`src/rtl/alu_issue_ctrl_if.sv`:
```
// Request, ALU-side and response signals of the shared-ALU issue controller.
// slave = controller view, master = environment (requesters, ALU, consumer).
interface alu_issue_ctrl_if #(
  parameter int WIDTH = 16,
  parameter int BITS  = 4
);
  logic             req0_valid;
  logic             req0_ready;
  logic [WIDTH-1:0] req0_a;
  logic [WIDTH-1:0] req0_b;
  logic [BITS-1:0]  req0_op;
  logic             req0_cin;

  logic             req1_valid;
  logic             req1_ready;
  logic [WIDTH-1:0] req1_a;
  logic [WIDTH-1:0] req1_b;
  logic [BITS-1:0]  req1_op;
  logic             req1_cin;

  logic [WIDTH-1:0] alu_a;
  logic [WIDTH-1:0] alu_b;
  logic [BITS-1:0]  alu_opcode;
  logic             alu_cin;
  logic [WIDTH-1:0] alu_result;
  logic             alu_s;
  logic             alu_z;
  logic             alu_c;
  logic             alu_v;

  logic             resp_valid;
  logic             resp_ready;
  logic             resp_id;
  logic [WIDTH-1:0] resp_result;
  logic [3:0]       resp_flags;
  logic             resp_err;

  modport slave (
    input  req0_valid, req0_a, req0_b, req0_op, req0_cin,
    output req0_ready,
    input  req1_valid, req1_a, req1_b, req1_op, req1_cin,
    output req1_ready,
    output alu_a, alu_b, alu_opcode, alu_cin,
    input  alu_result, alu_s, alu_z, alu_c, alu_v,
    output resp_valid, resp_id, resp_result, resp_flags, resp_err,
    input  resp_ready
  );

  modport master (
    output req0_valid, req0_a, req0_b, req0_op, req0_cin,
    input  req0_ready,
    output req1_valid, req1_a, req1_b, req1_op, req1_cin,
    input  req1_ready,
    input  alu_a, alu_b, alu_opcode, alu_cin,
    output alu_result, alu_s, alu_z, alu_c, alu_v,
    input  resp_valid, resp_id, resp_result, resp_flags, resp_err,
    output resp_ready
  );
endinterface

```
`src/rtl/alu_issue_ctrl.sv`:
```
// Round-robin issue of two requesters onto one combinational ALU, one op in flight.
// Accept -> response after lat+1 cycles (error ops after 1); held in DONE until resp_ready.
module alu_issue_ctrl #(
  parameter int WIDTH   = 16,
  parameter int BITS    = 4,
  parameter int MUL_LAT = 2,
  parameter int DIV_LAT = 4
) (
  input  logic              clk,
  input  logic              rst,
  alu_issue_ctrl_if.slave   bus
);

  localparam int MAX_LAT = (MUL_LAT > DIV_LAT) ? MUL_LAT : DIV_LAT;
  localparam int CW      = (MAX_LAT > 1) ? $clog2(MAX_LAT) : 1;

  localparam logic [BITS-1:0] OP_MULT = BITS'(2);
  localparam logic [BITS-1:0] OP_DIV  = BITS'(3);
  localparam logic [BITS-1:0] OP_MAX  = BITS'(11);

  typedef enum logic [1:0] {S_IDLE, S_EXEC, S_DONE} state_t;

  state_t           r_state;
  state_t           w_state_nxt;
  logic             r_last_grant;
  logic [WIDTH-1:0] r_a;
  logic [WIDTH-1:0] r_b;
  logic [BITS-1:0]  r_op;
  logic             r_cin;
  logic             r_id;
  logic [CW-1:0]    r_cnt;
  logic [WIDTH-1:0] r_result;
  logic [3:0]       r_flags;
  logic             r_err;

  logic             w_gnt_vld;
  logic             w_gnt_id;
  logic             w_accept;
  logic [WIDTH-1:0] w_a;
  logic [WIDTH-1:0] w_b;
  logic [BITS-1:0]  w_op;
  logic             w_cin;
  logic             w_div_zero;
  logic             w_illegal;
  logic             w_err;
  logic [CW-1:0]    w_cnt_init;

  // Tie goes to the requester that did not win last; a lone requester always wins.
  always_comb begin
    w_gnt_vld = bus.req0_valid | bus.req1_valid;
    if (bus.req0_valid && bus.req1_valid) begin
      w_gnt_id = ~r_last_grant;
    end else begin
      w_gnt_id = ~bus.req0_valid;
    end
    w_a        = w_gnt_id ? bus.req1_a   : bus.req0_a;
    w_b        = w_gnt_id ? bus.req1_b   : bus.req0_b;
    w_op       = w_gnt_id ? bus.req1_op  : bus.req0_op;
    w_cin      = w_gnt_id ? bus.req1_cin : bus.req0_cin;
    w_accept   = (r_state == S_IDLE) && w_gnt_vld;
    w_div_zero = (w_op == OP_DIV) && (w_b == '0);
    w_illegal  = (w_op > OP_MAX);
    w_err      = w_div_zero | w_illegal;
    if (w_op == OP_MULT) begin
      w_cnt_init = CW'(MUL_LAT - 1);
    end else if (w_op == OP_DIV) begin
      w_cnt_init = CW'(DIV_LAT - 1);
    end else begin
      w_cnt_init = '0;
    end
  end

  always_ff @(posedge clk) begin
    if (rst) begin
      r_state <= S_IDLE;
    end else begin
      r_state <= w_state_nxt;
    end
  end

  always_comb begin
    w_state_nxt     = r_state;
    bus.req0_ready  = w_accept && !w_gnt_id;
    bus.req1_ready  = w_accept && w_gnt_id;
    bus.alu_a       = '0;
    bus.alu_b       = '0;
    bus.alu_opcode  = '0;
    bus.alu_cin     = 1'b0;
    bus.resp_valid  = 1'b0;
    bus.resp_id     = 1'b0;
    bus.resp_result = '0;
    bus.resp_flags  = '0;
    bus.resp_err    = 1'b0;
    case (r_state)
      S_IDLE: begin
        if (w_accept) begin
          w_state_nxt = w_err ? S_DONE : S_EXEC;
        end
      end
      S_EXEC: begin
        bus.alu_a      = r_a;
        bus.alu_b      = r_b;
        bus.alu_opcode = r_op;
        bus.alu_cin    = r_cin;
        if (r_cnt == '0) begin
          w_state_nxt = S_DONE;
        end
      end
      S_DONE: begin
        bus.resp_valid  = 1'b1;
        bus.resp_id     = r_id;
        bus.resp_result = r_result;
        bus.resp_flags  = r_flags;
        bus.resp_err    = r_err;
        if (bus.resp_ready) begin
          w_state_nxt = S_IDLE;
        end
      end
      default: w_state_nxt = S_IDLE;
    endcase
  end

  always_ff @(posedge clk) begin
    if (rst) begin
      r_last_grant <= 1'b1;
      r_a          <= '0;
      r_b          <= '0;
      r_op         <= '0;
      r_cin        <= 1'b0;
      r_id         <= 1'b0;
      r_cnt        <= '0;
      r_result     <= '0;
      r_flags      <= '0;
      r_err        <= 1'b0;
    end else begin
      case (r_state)
        S_IDLE: begin
          if (w_accept) begin
            r_a          <= w_a;
            r_b          <= w_b;
            r_op         <= w_op;
            r_cin        <= w_cin;
            r_id         <= w_gnt_id;
            r_last_grant <= w_gnt_id;
            r_cnt        <= w_cnt_init;
            r_flags      <= '0;
            r_err        <= w_err;
            // Error ops skip the ALU: saturated quotient for /0, zero for bad opcode.
            r_result     <= w_div_zero ? '1 : '0;
          end
        end
        S_EXEC: begin
          if (r_cnt == '0) begin
            r_result <= bus.alu_result;
            r_flags  <= {bus.alu_s, bus.alu_z, bus.alu_c, bus.alu_v};
          end else begin
            r_cnt <= r_cnt - 1'b1;
          end
        end
        default: ;
      endcase
    end
  end

endmodule
```
`src/flat_wrapper.sv`:
```
// flat-port wrapper written by rule: the top's interface ports become plain ports
module alu_issue_ctrl_flat 
#(
  parameter int WIDTH   = 16,
  parameter int BITS    = 4,
  parameter int MUL_LAT = 2,
  parameter int DIV_LAT = 4
)
  (clk, rst, bus_req0_valid, bus_req0_a, bus_req0_b, bus_req0_op, bus_req0_cin, bus_req0_ready, bus_req1_valid, bus_req1_a, bus_req1_b, bus_req1_op, bus_req1_cin, bus_req1_ready, bus_alu_a, bus_alu_b, bus_alu_opcode, bus_alu_cin, bus_alu_result, bus_alu_s, bus_alu_z, bus_alu_c, bus_alu_v, bus_resp_valid, bus_resp_id, bus_resp_result, bus_resp_flags, bus_resp_err, bus_resp_ready);
  alu_issue_ctrl_if #(.WIDTH(WIDTH), .BITS(BITS)) bus_i ();
  input  logic clk;
  input  logic rst;
  input wire logic [$bits(bus_i.req0_valid)-1:0] bus_req0_valid;
  input wire logic [$bits(bus_i.req0_a)-1:0] bus_req0_a;
  input wire logic [$bits(bus_i.req0_b)-1:0] bus_req0_b;
  input wire logic [$bits(bus_i.req0_op)-1:0] bus_req0_op;
  input wire logic [$bits(bus_i.req0_cin)-1:0] bus_req0_cin;
  output wire logic [$bits(bus_i.req0_ready)-1:0] bus_req0_ready;
  input wire logic [$bits(bus_i.req1_valid)-1:0] bus_req1_valid;
  input wire logic [$bits(bus_i.req1_a)-1:0] bus_req1_a;
  input wire logic [$bits(bus_i.req1_b)-1:0] bus_req1_b;
  input wire logic [$bits(bus_i.req1_op)-1:0] bus_req1_op;
  input wire logic [$bits(bus_i.req1_cin)-1:0] bus_req1_cin;
  output wire logic [$bits(bus_i.req1_ready)-1:0] bus_req1_ready;
  output wire logic [$bits(bus_i.alu_a)-1:0] bus_alu_a;
  output wire logic [$bits(bus_i.alu_b)-1:0] bus_alu_b;
  output wire logic [$bits(bus_i.alu_opcode)-1:0] bus_alu_opcode;
  output wire logic [$bits(bus_i.alu_cin)-1:0] bus_alu_cin;
  input wire logic [$bits(bus_i.alu_result)-1:0] bus_alu_result;
  input wire logic [$bits(bus_i.alu_s)-1:0] bus_alu_s;
  input wire logic [$bits(bus_i.alu_z)-1:0] bus_alu_z;
  input wire logic [$bits(bus_i.alu_c)-1:0] bus_alu_c;
  input wire logic [$bits(bus_i.alu_v)-1:0] bus_alu_v;
  output wire logic [$bits(bus_i.resp_valid)-1:0] bus_resp_valid;
  output wire logic [$bits(bus_i.resp_id)-1:0] bus_resp_id;
  output wire logic [$bits(bus_i.resp_result)-1:0] bus_resp_result;
  output wire logic [$bits(bus_i.resp_flags)-1:0] bus_resp_flags;
  output wire logic [$bits(bus_i.resp_err)-1:0] bus_resp_err;
  input wire logic [$bits(bus_i.resp_ready)-1:0] bus_resp_ready;
  assign bus_i.req0_valid = bus_req0_valid;
  assign bus_i.req0_a = bus_req0_a;
  assign bus_i.req0_b = bus_req0_b;
  assign bus_i.req0_op = bus_req0_op;
  assign bus_i.req0_cin = bus_req0_cin;
  assign bus_req0_ready = bus_i.req0_ready;
  assign bus_i.req1_valid = bus_req1_valid;
  assign bus_i.req1_a = bus_req1_a;
  assign bus_i.req1_b = bus_req1_b;
  assign bus_i.req1_op = bus_req1_op;
  assign bus_i.req1_cin = bus_req1_cin;
  assign bus_req1_ready = bus_i.req1_ready;
  assign bus_alu_a = bus_i.alu_a;
  assign bus_alu_b = bus_i.alu_b;
  assign bus_alu_opcode = bus_i.alu_opcode;
  assign bus_alu_cin = bus_i.alu_cin;
  assign bus_i.alu_result = bus_alu_result;
  assign bus_i.alu_s = bus_alu_s;
  assign bus_i.alu_z = bus_alu_z;
  assign bus_i.alu_c = bus_alu_c;
  assign bus_i.alu_v = bus_alu_v;
  assign bus_resp_valid = bus_i.resp_valid;
  assign bus_resp_id = bus_i.resp_id;
  assign bus_resp_result = bus_i.resp_result;
  assign bus_resp_flags = bus_i.resp_flags;
  assign bus_resp_err = bus_i.resp_err;
  assign bus_i.resp_ready = bus_resp_ready;
  alu_issue_ctrl #(.WIDTH(WIDTH), .BITS(BITS), .MUL_LAT(MUL_LAT), .DIV_LAT(DIV_LAT)) u_core (.clk(clk), .rst(rst), .bus(bus_i));
endmodule
```
`config.mk`:
```
export PLATFORM = sky130hd
export DESIGN_NAME = alu_issue_ctrl_flat
export DESIGN_NICKNAME = d
export VERILOG_FILES = /design/src/rtl/alu_issue_ctrl_if.sv /design/src/rtl/alu_issue_ctrl.sv /design/src/flat_wrapper.sv
export SDC_FILE = /design/constraint.sdc
export NUM_CORES = 1
export LEC_CHECK = 0
export CORE_MARGIN = 2
export CORE_UTILIZATION = 25
export DETAILED_ROUTE_END_ITERATION = 12
export SKIP_CTS_REPAIR_TIMING = 1
export SLEW_MARGIN = 20
export SYNTH_ARGS = -nofsm -noshare
export SYNTH_HDL_FRONTEND = slang
export SYNTH_SLANG_ARGS = --single-unit
```
`constraint.sdc`:
```
create_clock -name clk -period 3.45 [get_ports clk]
set_input_delay 0.69 -clock clk [delete_from_list [all_inputs] [get_ports clk]]
set_output_delay 0.69 -clock clk [all_outputs]
set_load 0.02 [all_outputs]
```
==> results.ini, run 1 <==
[die]
die_height_um = 121
core_area_um2 = 13200
die_area_um2 = 14600
core.rowCount = 42
start_util_pct = 25.7
chipWidth_um = 121
io_pins = 161

[timing]
timing.final.max_slew_violations = 0
max-slew-margin-rel_pct = 51.5
skew_ns = 0.00515
timing.fmax_ghz = 0.307
hold_viol = 0
timing_worst_slew_pin_value_ns = 0.727
fin_setup_tns_ns = 0
layout_worst_path_cycle_share_pct = 94.4
period_minus_slack_ns = 3.26
grt_setup_unrepaired = false
setup_viol_count_final = 0

[logic_synthesis]
netlist_top_cells_area = sky130_fd_sc_hd__dfxtp_1 (38%), sky130_fd_sc_hd__mux2i_1 (11%), sky130_fd_sc_hd__and2_1 (11%), sky130_fd_sc_hd__a211oi_1 (10%), sky130_fd_sc_hd__nor2_1 (5.1%)
synth.net_count = 493
synthDistinctLibCells = 36
synth_largest_type_area_fraction_pct = 37.7
synth.yosys.seq_area_share_pct = 37.7
synth.cell_area_um2 = 3400
yosysWarningCount = 0
synth_largest_area_cell = sky130_fd_sc_hd__dfxtp_1
synthesized_flop_and_latch_total = 64
synth_area_per_cell_um2 = 8.66
cells_after_synth = 393

[critical_path]
criticalPathCategory = in -> out
worst_r2r_startpoint = u_core.r_last_grant
worstSetupStartpointType = primary input
reg2regPathDepth = 7
start_point_of_the_critical_path = bus_req0_valid
timing.critical_path.to_type = output pin
cp.arrival_ns = 2.57
worstReg2RegEnd = u_core.r_result[2]
critical_path.endpoint = bus_req0_ready
critical_path_peak_fanout = 4
reg2reg_setup_slack_ns = 1.28
critPathRequiredTime_ns = 2.76

[worst_hold_path]
timing.hold.worst.class = reg -> reg

[placed_design]
postPlaceCellArea_um2 = 5170
gp_congestion = 0.724
place.detailed.hpwl_um = 7260
port_buffers = 160

[cts]
cts_made_buffers = 9
cts.path.max_buffers = 2
cts_max_level = 3
cts_num_sinks = 64
clk_transition_reported_paths_ns = 0.05
worst_skew_late_latency_ns = 0.32
clockRootBuffer = sky130_fd_sc_hd__clkbuf_16
cts_tree = done

[routing]
post_drt_via_cell_ratio = 4.63
post-route-drc-count = 0
ant_nets = 0
wirelength_um = 10100
detailedRoute.firstPassIterationCount = 4
vias_after_detailed_routing = 3332
wl_per_cell_um = 14.0
initialDrtViolationCount = 155

[finish]
final_layout_size_suffix_gt1_share_pct = 7.90
finish.utilization_pct = 41.1
stdcell_area_um2 = 5440
antenna-diode-count = 0
fin_nets = 639
layout-area-overhead-vs-synth_pct = 59.9

[grt]
groute.layer.met3.usage_pct = 4.34
grt.busiest_layer = met2
gr-total-overflow = 0
grt_antenna_before_repair = 0
grt_max_degree = 59
grt_met1_use_pct = 18.3
total_routing_resource_utilization_after_global_routing_pct = 13.8
grt_pass1_wl_um = 16100
groute.layer.met2.usage_pct = 21.8
first_global_vias = 3204

[power_and_ir_drop]
p_leak_nw = 2.05
vdd.ir_drop.worst_v = 0.000182
power_density_nw_per_um2 = 453
overall_power_mw = 2.46

[status]
result_of_the_run = finished clean

[run]
maxCapViolCount = 0

[report_power, final]
group / switching, mW / internal (mW) / total, mW
registers: 0.0531 / 0.857 / 0.910
logic: 0.382 / 0.353 / 0.735
clock network: 0.318 / 0.501 / 0.819
total: 0.754 / 1.71 / 2.46
[worst min-delay path by stage]
stage                                  from  slack (ns)  cells past startpoint           endpoint
final                     u_core.r_flags[0]        0.46                      2  u_core.r_flags[0]
after global routing      u_core.r_flags[1]        0.47                      2  u_core.r_flags[1]
after CTS                 u_core.r_flags[1]        0.47                      2  u_core.r_flags[1]
after detailed placement  u_core.r_flags[1]        0.46                      2  u_core.r_flags[1]
after global placement    u_core.r_flags[1]        0.45                      2  u_core.r_flags[1]
after floorplan           u_core.r_flags[0]        0.44                      2  u_core.r_flags[0]
[cells in the final DEF (no fill, tap or decap), types with 10 or more instances in the layout]
cell type                         count
sky130_fd_sc_hd__nand3b_1            16
sky130_fd_sc_hd__mux2i_1             38
sky130_fd_sc_hd__clkdlybuf4s50_1    159
sky130_fd_sc_hd__dfxtp_1             64
sky130_fd_sc_hd__o21ai_0             18
sky130_fd_sc_hd__and2_1              59
sky130_fd_sc_hd__buf_4               10
sky130_fd_sc_hd__a211oi_1            47
sky130_fd_sc_hd__nor2_1              46
[layout make-up]
class,instances,area (um^2)
Sequential cell,64,1280
Clock inverter,4,20.0
Tap cell,176,220
Clock buffer,12,246
Fill cell,1342,7800
Timing Repair Buffer,171,1690
Multi-Input combinational cell,289,1970
Inverter,4,15.0
[through the flow]
stage / worst slack, ns / std cells / hold WS (ns)
CTS: 0.163 / 720 / 0.465
floorplan: 1.05 / 393 / 0.442
global route: 0.0805 / 720 / 0.474
global placement: 0.187 / 704 / 0.451
detailed placement: 0.175 / 704 / 0.455
finish: 0.193 / 720 / 0.464
[logic make-up (layout without fill, tap and decap cells)]
family / Yosys count / in the layout / share of synthesized area, %
simple gates: 161 / 161 / 26.4
compound gates: 88 / 88 / 19.1
flops: 64 / 64 / 37.7
buf+inv: 40 / 191 / 4.97
mux: 39 / 39 / 11.5
fa+ha+maj: 1 / 1 / 0.368
[registers in the layout, indices dropped and copies added, names as in the netlist, 2 cells and up]
signal	cells
u_core.r_a	16
u_core.r_b	16
u_core.r_result	16
u_core.r_flags	4
u_core.r_op	4
u_core.r_cnt	2
u_core.r_state	2
[critical path: stages]
cell and delay (ns):
sky130_fd_sc_hd__clkdlybuf4s50_1 0.54, sky130_fd_sc_hd__nor2_1 0.08, sky130_fd_sc_hd__or3_1 0.38, sky130_fd_sc_hd__nor2_1 0.21, sky130_fd_sc_hd__clkdlybuf4s50_1 0.66
[layer usage]
layer | up-vias | part of all wire, %
met2 | 115 | 44
met4 | 0 | 0.70
met3 | 6 | 7.3
met5 | - | 0
met1 | 1517 | 48
li1 | 1694 | -
[synth_stat cells, drive strengths merged]
library cell,number
a2111oi,1
mux2,1
dfxtp,64
and4,1
mux2i,38
nor2b,3
inv,4
nand2,5
a21oi,9
nand2b,6
nor4,3
ha,1
a311oi,1
and2,59
nand3b,16
or3,1
o22ai,1
clkbuf,24
o21ai,19
or4,2
buf,12
nor3b,2
a211oi,55
a22o,1
nor2,46
and3,1
nor3,11
a221oi,1
nand3,5
(Power assumes the default switching activity.)
==> run 2: changes to the inputs <==
==> constraint.sdc (replaced) <==
create_clock -name clk -period 4.05 [get_ports clk]
set_input_delay 0.81 -clock clk [delete_from_list [all_inputs] [get_ports clk]]
set_output_delay 0.81 -clock clk [all_outputs]
set_load 0.02 [all_outputs]
==> results.ini, run 2 (synthesized netlist as in run 1, its figures left out) <==
[grt]
grt_pass1_wl_um = 16200
groute.layer.met2.usage_pct = 23.5
grt_max_degree = 48
groute.layer.met3.usage_pct = 4.91
first_global_vias = 3291
gr-total-overflow = 0
grt_met1_use_pct = 17.0
total_routing_resource_utilization_after_global_routing_pct = 14.1
grt_antenna_before_repair = 1
grt.busiest_layer = met2

[finish]
layout-area-overhead-vs-synth_pct = 60.6
fin_nets = 638
most_frequent_standard_cell_in_the_layout_excluding_fill_and_tap_cells = sky130_fd_sc_hd__clkdlybuf4s50_1
final_layout_size_suffix_gt1_share_pct = 7.92
antenna-diode-count = 0
layout_common_cells = sky130_fd_sc_hd__clkdlybuf4s50_1 (159), sky130_fd_sc_hd__dfxtp_1 (64), sky130_fd_sc_hd__and2_1 (59), sky130_fd_sc_hd__a211oi_1 (47), sky130_fd_sc_hd__nor2_1 (46)
largest_registers = u_core.r_a x16, u_core.r_b x16, u_core.r_result x16
fillerInstances = 1351
layout.cells.non_filler = 719
register_area_um2 = 1280
multi_input_area_um2 = 1980

[routing]
post-route-drc-count = 0
detailedRoute.firstPassIterationCount = 4
wirelength_um = 10200
initialDrtViolationCount = 182
wl_per_cell_um = 14.1
ant_nets = 0
post_drt_via_cell_ratio = 4.61
vias_after_detailed_routing = 3312

[timing]
fin_setup_tns_ns = 0
layout_worst_path_cycle_share_pct = 89.5
max-slew-margin-rel_pct = 34.0
skew_ns = 0.00563
period_minus_slack_ns = 3.62
grt_setup_unrepaired = false
setup_viol_count_final = 0
whs_ns = 0.465
finalWorstSetupSlack_ns = 0.425
timing.fmax_ghz = 0.276
hold_viol = 0
timing.final.max_slew_violations = 0
timing_worst_slew_pin_value_ns = 0.990

[power_and_ir_drop]
p_leak_nw = 2.05
overall_power_mw = 2.13
power_density_nw_per_um2 = 391
vdd.ir_drop.worst_v = 0.000192

[critical_path]
cp.arrival_ns = 2.81
critical_path_peak_fanout = 7
worstReg2RegEnd = u_core.r_result[0]
start_point_of_the_critical_path = bus_req0_valid
reg2regPathDepth = 6
timing.critical_path.to_type = output pin
reg2reg_setup_slack_ns = 1.76
criticalPathCategory = in -> out
worst_r2r_startpoint = u_core.r_last_grant
worstSetupStartpointType = primary input
critPathRequiredTime_ns = 3.24

[cts]
cts_tree = done
clockRootBuffer = sky130_fd_sc_hd__clkbuf_16
cts_made_buffers = 9
cts_max_level = 3
clk_transition_reported_paths_ns = 0.05
worst_skew_late_latency_ns = 0.32
cts.path.max_buffers = 2
cts_num_sinks = 64

[placed_design]
place.detailed.hpwl_um = 7430
placed_instances = 703
port_buffers = 160
post-place-ws_ns = 0.445
gp_congestion = 0.739

[die]
core_area_um2 = 13200
die_height_um = 121
start_util_pct = 25.7
die_area_um2 = 14600
core.rowCount = 42
chipWidth_um = 121
io_pins = 161

[worst_hold_path]
timing.hold.worst.class = reg -> reg
worst_hold_path_endpoint = u_core.r_flags[0]
hold_path.startpoint = u_core.r_flags[0]
holdPathStages = 2

[run]
maxCapViolCount = 0

[status]
result_of_the_run = finished clean

==> run 2: per-layer routing <==
| metal | vias up | wire (um) | part of all wire [%] |
|---|---|---|---|
| li1 | 1694 | - | - |
| met1 | 1500 | 4610 | 45 |
| met2 | 109 | 4630 | 46 |
| met3 | 9 | 801 | 7.9 |
| met4 | 0 | 114 | 1.1 |
| met5 | - | 0 | 0 |
==> run 2: how the worst max path moves through the flow <==
stage | end | slack (ns) | cells past startpoint
after floorplan | bus_req0_ready | 1.41 | 5
after detailed placement | bus_req0_ready | 0.44 | 5
after global placement | bus_req0_ready | 0.48 | 5
after global routing | bus_req0_ready | 0.34 | 5
final | bus_req0_ready | 0.43 | 5
after CTS | bus_req0_ready | 0.44 | 5
==> run 2: final cells by class <==
cell class	instances	area share (%)
Tap cell	176	4.03
Clock inverter	2	0.229
Inverter	4	0.275
Clock buffer	14	5.02
Sequential cell	64	23.5
Multi-Input combinational cell	289	36.2
Timing Repair Buffer	170	30.8
==> run 2: report_power, final <==
part,internal [mW],switching [mW],total (mW)
Clock,0.463,0.262,0.725
Sequential,0.730,0.0482,0.779
Combinational,0.305,0.325,0.631
Total,1.50,0.635,2.13
==> run 2: critical path, stage by stage <==
cell                              delay, ns
sky130_fd_sc_hd__clkdlybuf4s50_1       0.54
sky130_fd_sc_hd__nor2_1                0.10
sky130_fd_sc_hd__or3_1                 0.45
sky130_fd_sc_hd__nor2_1                0.24
sky130_fd_sc_hd__clkdlybuf4s50_1       0.67
==> run 2: metrics by stage <==
stage | area [um^2] | util (%)
after floorplan | 3400 | -
after global placement | 5170 | 39.0
after detailed placement | 5170 | 39.0
after CTS | 5460 | 41.2
after global routing | 5460 | 41.3
final | 5460 | 41.3
